[src/rtl/uart_rx_vote_sampler.sv]
// uart_rx_vote_sampler
// Oversampling bit sampler for the UART receiver. Optionally synchronises the
// raw rx line, collects an odd, run-time-selectable number of samples centred
// on mid-bit, and emits the majority-voted bit with a one-cycle valid strobe
// and a flag for windows whose samples disagreed.
//
// state      | meaning
// -----------+---------------------------------------------------------------
// ST_WAIT    | idle, waiting for edge_cnt to reach the window start (lo)
// ST_COLLECT | inside the window, accumulating ones until edge_cnt == hi
// ST_DONE    | vote taken; hold off until edge_cnt leaves hi or enable drops
module uart_rx_vote_sampler #(
  parameter int PRESCALE_W  = 6,
  parameter int MAX_SAMPLES = 7,
  parameter int SYNC_STAGES = 2,
  parameter int NS_W        = $clog2(MAX_SAMPLES + 1)
) (
  input  logic                  clk,
  input  logic                  rst,
  input  logic                  data,
  input  logic                  enable,
  input  logic [PRESCALE_W-1:0] edge_cnt,
  input  logic [PRESCALE_W-1:0] prescale,
  input  logic [NS_W-1:0]       num_samples,
  output logic                  sampled_bit,
  output logic                  bit_valid,
  output logic                  noise_flag,
  output logic [NS_W-1:0]       ones_cnt
);

  // Window arithmetic is one bit wider than prescale so nothing wraps; it is
  // also widened to hold a vote count if NS_W happens to be the larger.
  localparam int CW = ((PRESCALE_W + 1) > NS_W) ? (PRESCALE_W + 1) : NS_W;
  localparam logic [CW-1:0] ONE_C = CW'(1);

  typedef enum logic [1:0] {
    ST_WAIT,
    ST_COLLECT,
    ST_DONE
  } state_t;

  state_t state_q, state_d;

  logic d_s;
  logic [NS_W-1:0] ds_ones;

  logic [NS_W-1:0] req_c;
  logic [CW-1:0]   req_half_c;
  logic [CW-1:0]   mid_c;
  logic [CW-1:0]   upper_c;
  logic [CW-1:0]   half_c;
  logic [CW-1:0]   n_c;
  logic [CW-1:0]   lo_c;
  logic [CW-1:0]   hi_c;

  logic [CW-1:0]   lo_q;
  logic [CW-1:0]   hi_q;
  logic [CW-1:0]   half_q;
  logic [CW-1:0]   n_q;

  logic [CW-1:0]   edge_w;
  logic [NS_W-1:0] ones_d;
  logic            load_win;
  logic            decide;
  logic [CW-1:0]   dec_half;
  logic [CW-1:0]   dec_n;

  generate
    if (SYNC_STAGES == 0) begin : g_nosync
      assign d_s = data;
    end else begin : g_sync
      logic [SYNC_STAGES-1:0] sync_q;

      // Shift the raw line through the synchroniser; idle-high on reset.
      always_ff @(posedge clk or posedge rst) begin
        if (rst) begin
          sync_q <= '1;
        end else begin
          sync_q[0] <= data;
          for (int i = 1; i < SYNC_STAGES; i++) begin
            sync_q[i] <= sync_q[i-1];
          end
        end
      end

      assign d_s = sync_q[SYNC_STAGES-1];
    end
  endgenerate

  assign ds_ones = NS_W'(d_s);
  assign edge_w  = CW'(edge_cnt);

  // Effective vote size and window bounds from the live configuration inputs.
  always_comb begin
    req_c = num_samples;
    if (num_samples > NS_W'(MAX_SAMPLES)) begin
      req_c = NS_W'(MAX_SAMPLES);
    end
    if (req_c == '0) begin
      req_c = NS_W'(1);
    end else if (!req_c[0]) begin
      req_c = req_c - NS_W'(1);
    end
    req_half_c = (CW'(req_c) - ONE_C) >> 1;
    mid_c      = CW'(prescale) >> 1;
    // Room between mid-bit and the last edge of the bit; zero when prescale=0.
    upper_c    = (prescale == '0) ? '0 : (CW'(prescale) - ONE_C - mid_c);
    half_c     = req_half_c;
    if (mid_c < half_c) begin
      half_c = mid_c;
    end
    if (upper_c < half_c) begin
      half_c = upper_c;
    end
    n_c  = (half_c << 1) + ONE_C;
    lo_c = mid_c - half_c;
    hi_c = mid_c + half_c;
  end

  // State register.
  always_ff @(posedge clk or posedge rst) begin
    if (rst) begin
      state_q <= ST_WAIT;
    end else begin
      state_q <= state_d;
    end
  end

  // Next-state, running ones count and decision strobes.
  always_comb begin
    state_d  = state_q;
    ones_d   = ones_cnt;
    load_win = 1'b0;
    decide   = 1'b0;
    dec_half = half_q;
    dec_n    = n_q;
    case (state_q)
      ST_WAIT: begin
        if (enable && (edge_w == lo_c)) begin
          load_win = 1'b1;
          ones_d   = ds_ones;
          if (lo_c == hi_c) begin
            // Single-sample window: the first sample is also the vote.
            decide   = 1'b1;
            dec_half = half_c;
            dec_n    = n_c;
            state_d  = ST_DONE;
          end else begin
            state_d = ST_COLLECT;
          end
        end
      end
      ST_COLLECT: begin
        if (!enable) begin
          state_d = ST_WAIT;
        end else if (edge_w == lo_q) begin
          // Bit counter restarted into the same window: begin counting afresh.
          ones_d = ds_ones;
        end else if (edge_w == hi_q) begin
          ones_d  = ones_cnt + ds_ones;
          decide  = 1'b1;
          state_d = ST_DONE;
        end else if ((edge_w > lo_q) && (edge_w < hi_q)) begin
          ones_d = ones_cnt + ds_ones;
        end else begin
          state_d = ST_WAIT;
        end
      end
      ST_DONE: begin
        // Waiting here keeps a stalled edge_cnt from producing a second vote.
        if (!enable || (edge_w != hi_q)) begin
          state_d = ST_WAIT;
        end
      end
      default: begin
        state_d = ST_WAIT;
      end
    endcase
  end

  // Window capture, ones counter and registered vote outputs.
  always_ff @(posedge clk or posedge rst) begin
    if (rst) begin
      lo_q        <= '0;
      hi_q        <= '0;
      half_q      <= '0;
      n_q         <= '0;
      ones_cnt    <= '0;
      sampled_bit <= 1'b1;
      noise_flag  <= 1'b0;
      bit_valid   <= 1'b0;
    end else begin
      bit_valid <= decide;
      ones_cnt  <= ones_d;
      if (load_win) begin
        lo_q   <= lo_c;
        hi_q   <= hi_c;
        half_q <= half_c;
        n_q    <= n_c;
      end
      if (decide) begin
        sampled_bit <= (CW'(ones_d) > dec_half);
        noise_flag  <= (ones_d != '0) && (CW'(ones_d) != dec_n);
      end
    end
  end

endmodule

[config.mk]
export PLATFORM = sky130hd
export DESIGN_NAME = uart_rx_vote_sampler
export DESIGN_NICKNAME = d
export VERILOG_FILES = /design/src/rtl/uart_rx_vote_sampler.sv
export SDC_FILE = /design/constraint.sdc
export NUM_CORES = 1
export LEC_CHECK = 0
export CAP_MARGIN = 15
export CORE_MARGIN = 5
export CORE_UTILIZATION = 25
export DETAILED_ROUTE_END_ITERATION = 8
export PLACE_DENSITY = 0.54
export REMOVE_ABC_BUFFERS = 1
export SYNTH_ARGS = -nofsm -noshare
export SYNTH_HDL_FRONTEND = slang
export SYNTH_SLANG_ARGS = --single-unit
[constraint.sdc]
create_clock -name clk -period 3.2 [get_ports clk]
set_clock_uncertainty 0.15 [all_clocks]
set_input_delay 0.32 -clock clk [delete_from_list [all_inputs] [get_ports clk]]
set_output_delay 0.32 -clock clk [all_outputs]
set_load 0.02 [all_outputs]
==> impl_metrics.tcl <==
set metrics [dict create \
    final_nets 568 \
    grt_antenna_before_repair 0 \
    gp_congestion 0.8434 \
    starting_utilization_of_the_core_area_pct 25.57 \
    yosys.cell_types.count 60 \
    timing.setup.tns_ns -72.67 \
    fill_cells 1158 \
    worst_setup_hold_path_clk_slew_ns 0.06 \
    fmax_ghz 0.1634 \
    route.detailed.vias_per_inst 4.481 \
    status "finished with violations" \
    cts-buffers-inserted 5 \
    slowest_delay_ns 0.55 \
    failed_checks "negative setup slack" \
    cts_tree "done" \
    synth_edf_count 0 \
    drive_above_1_share_pct 45.80 \
    syn-mean-instance-area_um2 8.615 \
    detailedPlacementHpwl_mm 6.564 \
    class_of_the_worst_hold_path "flop to flop" \
    first_global_vias 3148 \
    post-route-util_pct 42.70 \
    io_pins 25 \
    post-layout-total-power_w 0.002468 \
    max-cap-violations 0 \
    synth.yosys.seq_area_share_pct 26.09 \
    area_delta_synth_final_pct 66.98 \
    synth.yosys.warnings 0 \
    finalCritPeriodShare_pct 191.2 \
    route.vias.total 2993 \
    routed_wl_mm 8.979 \
    worst_slack_ns -2.920 \
    holdBufCountCts 0 \
    netSwitchingFraction_pct 35.56 \
    dr.first_iter.drc_count 99 \
    timing.critical_path.arrival_ns 6.18 \
    critical-path-top-cell-by-count "sky130_fd_sc_hd__ha_4" \
    critPathCaptureType "flop" \
    cp.required_ns 3.26 \
    pwr_density_nw_per_um2 479.3 \
    timing.critical_path.from_type "input port" \
    crit_buf_inv 7 \
    grt_overflow 0 \
    final_setup_vio_count 30 \
    setup_repair_after_global_routing_missed_its_margin "true" \
    h-tree-depth 2 \
    power_frac_clock_pct 21.9 \
    power.net_switching_w 0.0008777 \
    sequential_cell_area_um2 804.5 \
    post-route-min-period_ns 6.120 \
    residual_drc 0 \
    ctsRootBufferMaster "sky130_fd_sc_hd__clkbuf_16" \
    design.die.area_um2 14660 \
    vdd.ir_drop.worst_v 0.0001968 \
    critPathMaxFanout 4 \
    final_cell_count_without_fillers 668 \
    internal_pwr_total_w 0.001591 \
    multiInputGateArea_um2 2639 \
    comb_power_share_pct 57.7 \
    timing.critical_path.slowest_stage_cell "sky130_fd_sc_hd__fa_2" \
    mappedNetlistArea_um2 3084 \
    floorplan.rows 40 \
    synth.ff_latch_count 32 \
    leakagePower_nw 2.326 \
    place.port_buffers 24 \
    number_of_inserted_diodes 0 \
    gr-usage-all-layers_pct 12.41 \
    post_drt_wl_per_cell_um 13.44 \
    die_outline_width_um 121.1 \
    drt-pass1-iter-count 4 \
    dp.cells 640 \
    critPathTopFamily "compound AO/OA/AOI/OAI gates" \
    post_synth_arst_share_pct 100.0 \
    power_frac_seq_pct 20.4 \
    worst_setup_timing_slack_at_the_placement_stage_ns -3.881 \
    route.antenna.remaining_nets 0 \
    grt_pass1_wl_mm 14.84 \
    synth_ff_type "sky130_fd_sc_hd__dfrtp_1" \
    fp.dieH_um 121.1 \
    core-area_um2 12060 \
    grt_start_max_net_pins 33 \
    syn_inst 358 \
    crit_type "input port to flop" \
    tritoncts_num_sinks 32 \
    timing_max_transition_violations_final 0 \
    finalHoldViolCount 0 \
    max-clock-path-buffers 2 \
    worst_skew_pair.late_latency_ns 0.28 \
]
==> worst reg2reg max path, stage by stage (launching register included) <==
cell and delay, ns:
sky130_fd_sc_hd__dfrtp_1 0.36, sky130_fd_sc_hd__inv_1 0.05, sky130_fd_sc_hd__ha_1 0.30, sky130_fd_sc_hd__nor3_1 0.06, sky130_fd_sc_hd__nor3_1 0.17, sky130_fd_sc_hd__o21ai_0 0.12
sky130_fd_sc_hd__nor3_1 0.31, sky130_fd_sc_hd__a21oi_1 0.14, sky130_fd_sc_hd__mux2i_1 0.17, sky130_fd_sc_hd__a311oi_4 0.34, sky130_fd_sc_hd__inv_2 0.10, sky130_fd_sc_hd__ha_4 0.28
sky130_fd_sc_hd__a21o_1 0.10, sky130_fd_sc_hd__a21oi_1 0.05, sky130_fd_sc_hd__a31oi_1 0.14, sky130_fd_sc_hd__o21ai_1 0.08, sky130_fd_sc_hd__o21ai_1 0.13
==> metal layers <==
metal	share of wire (%)	GRT usage (%)
met1	43	14.57
met2	54	23.55
met3	2.2	1.352
met4	0.94	3.541
met5	0	0
==> through the flow <==
stage / hold slack (ns) / cell area (um2)
global route: 0.2066 / 5150
floorplan: 0.1745 / 3065
CTS: 0.2051 / 4882
detailed placement: 0.1970 / 4242
global placement: 0.1972 / 4242
finish: 0.2047 / 5150
==> final timing paths <==
kind,depth (start not counted),slack (ns),to,from
max in group asynchronous,3,2.30,g_sync.sync_q[0],rst
min,0,0.20,g_sync.sync_q[1],g_sync.sync_q[0]
min reg2reg,0,0.20,g_sync.sync_q[1],g_sync.sync_q[0]
max,32,-2.92,sampled_bit,num_samples[0]
max reg2reg,16,0.09,sampled_bit,lo_q[4]
min in group asynchronous,3,0.28,half_q[6],rst
==> cell families after synthesis <==
kind of cell	Yosys count	synth area share, %
mux	11	4.543
simple gates	114	18.66
flops	32	26.09
other cells	1	0.1216
compound gates	83	17.77
buf+inv	46	5.598
xor+xnor	21	6.207
fa+ha+maj	50	21.01
==> Yosys cell counts (all sizes together) (4+ instances only) <==
master | number | area, um2
xnor2 | 11 | 103.9
nand2b | 5 | 31.28
mux2 | 8 | 97.59
o21ai | 23 | 115.1
clkbuf | 6 | 22.52
ha | 47 | 588.1
nor2b | 4 | 25.02
a21o | 4 | 30.03
nand3b | 4 | 30.03
nand2 | 32 | 120.1
and2 | 5 | 31.28
nor2 | 26 | 97.59
a31oi | 6 | 37.54
xor2 | 10 | 87.58
nor3 | 11 | 66.32
inv | 40 | 150.1
dfrtp | 29 | 725.7
a21oi | 23 | 118.9
nand3 | 8 | 40.04
or3 | 4 | 25.02
o31ai | 5 | 42.54
==> repair_timing <==
item                                    CTS  global route
setup buffers                            15             7
cloned                                    1             0
endpoints found under the setup margin   30            30
pin swaps                                27            41
resized for setup                        98            59
==> final cells by class <==
type | instances | share of cell area, %
multi-input combinational | 282 | 51.24
timing repair buffer | 138 | 22.50
sequential | 32 | 15.62
tap | 168 | 4.082
inverter | 40 | 3.304
clock buffer | 5 | 2.430
clock inverter | 3 | 0.8260
==> power by group through the flow <==
| stage | logic (W) | registers (W) | clock network, W |
|---|---|---|---|
| after floorplan | 0.000665 | 0.000500 | 0 |
| after global placement | 0.00114 | 0.000504 | 0 |
| after detailed placement | 0.00116 | 0.000507 | 0 |
| after CTS | 0.00130 | 0.000500 | 0.000553 |
| after global routing | 0.00157 | 0.000511 | 0.000569 |
| final | 0.00142 | 0.000503 | 0.000540 |
==> sequential cells by signal, summed over array words and instances (netlist names) <==
signal,count
half_q,7
hi_q,7
lo_q,7
ones_cnt,3
g_sync.sync_q,2
state_q,2
bit_valid,1
n_q,1
noise_flag,1
sampled_bit,1
==> placed cells by master (no fill, tap or decap), types with 8 or more instances in the layout <==
| master | count |
|---|---|
| sky130_fd_sc_hd__inv_1 | 26 |
| sky130_fd_sc_hd__buf_4 | 101 |
| sky130_fd_sc_hd__nor3_1 | 8 |
| sky130_fd_sc_hd__buf_6 | 13 |
| sky130_fd_sc_hd__a21oi_1 | 13 |
| sky130_fd_sc_hd__ha_4 | 12 |
| sky130_fd_sc_hd__o21ai_0 | 16 |
| sky130_fd_sc_hd__ha_1 | 30 |
| sky130_fd_sc_hd__inv_2 | 10 |
| sky130_fd_sc_hd__clkdlybuf4s50_1 | 15 |
| sky130_fd_sc_hd__xnor2_1 | 9 |
| sky130_fd_sc_hd__dfrtp_1 | 29 |
| sky130_fd_sc_hd__nand2_1 | 29 |
| sky130_fd_sc_hd__nor2_1 | 22 |
Note: power is estimated with default switching activity, not from simulation.
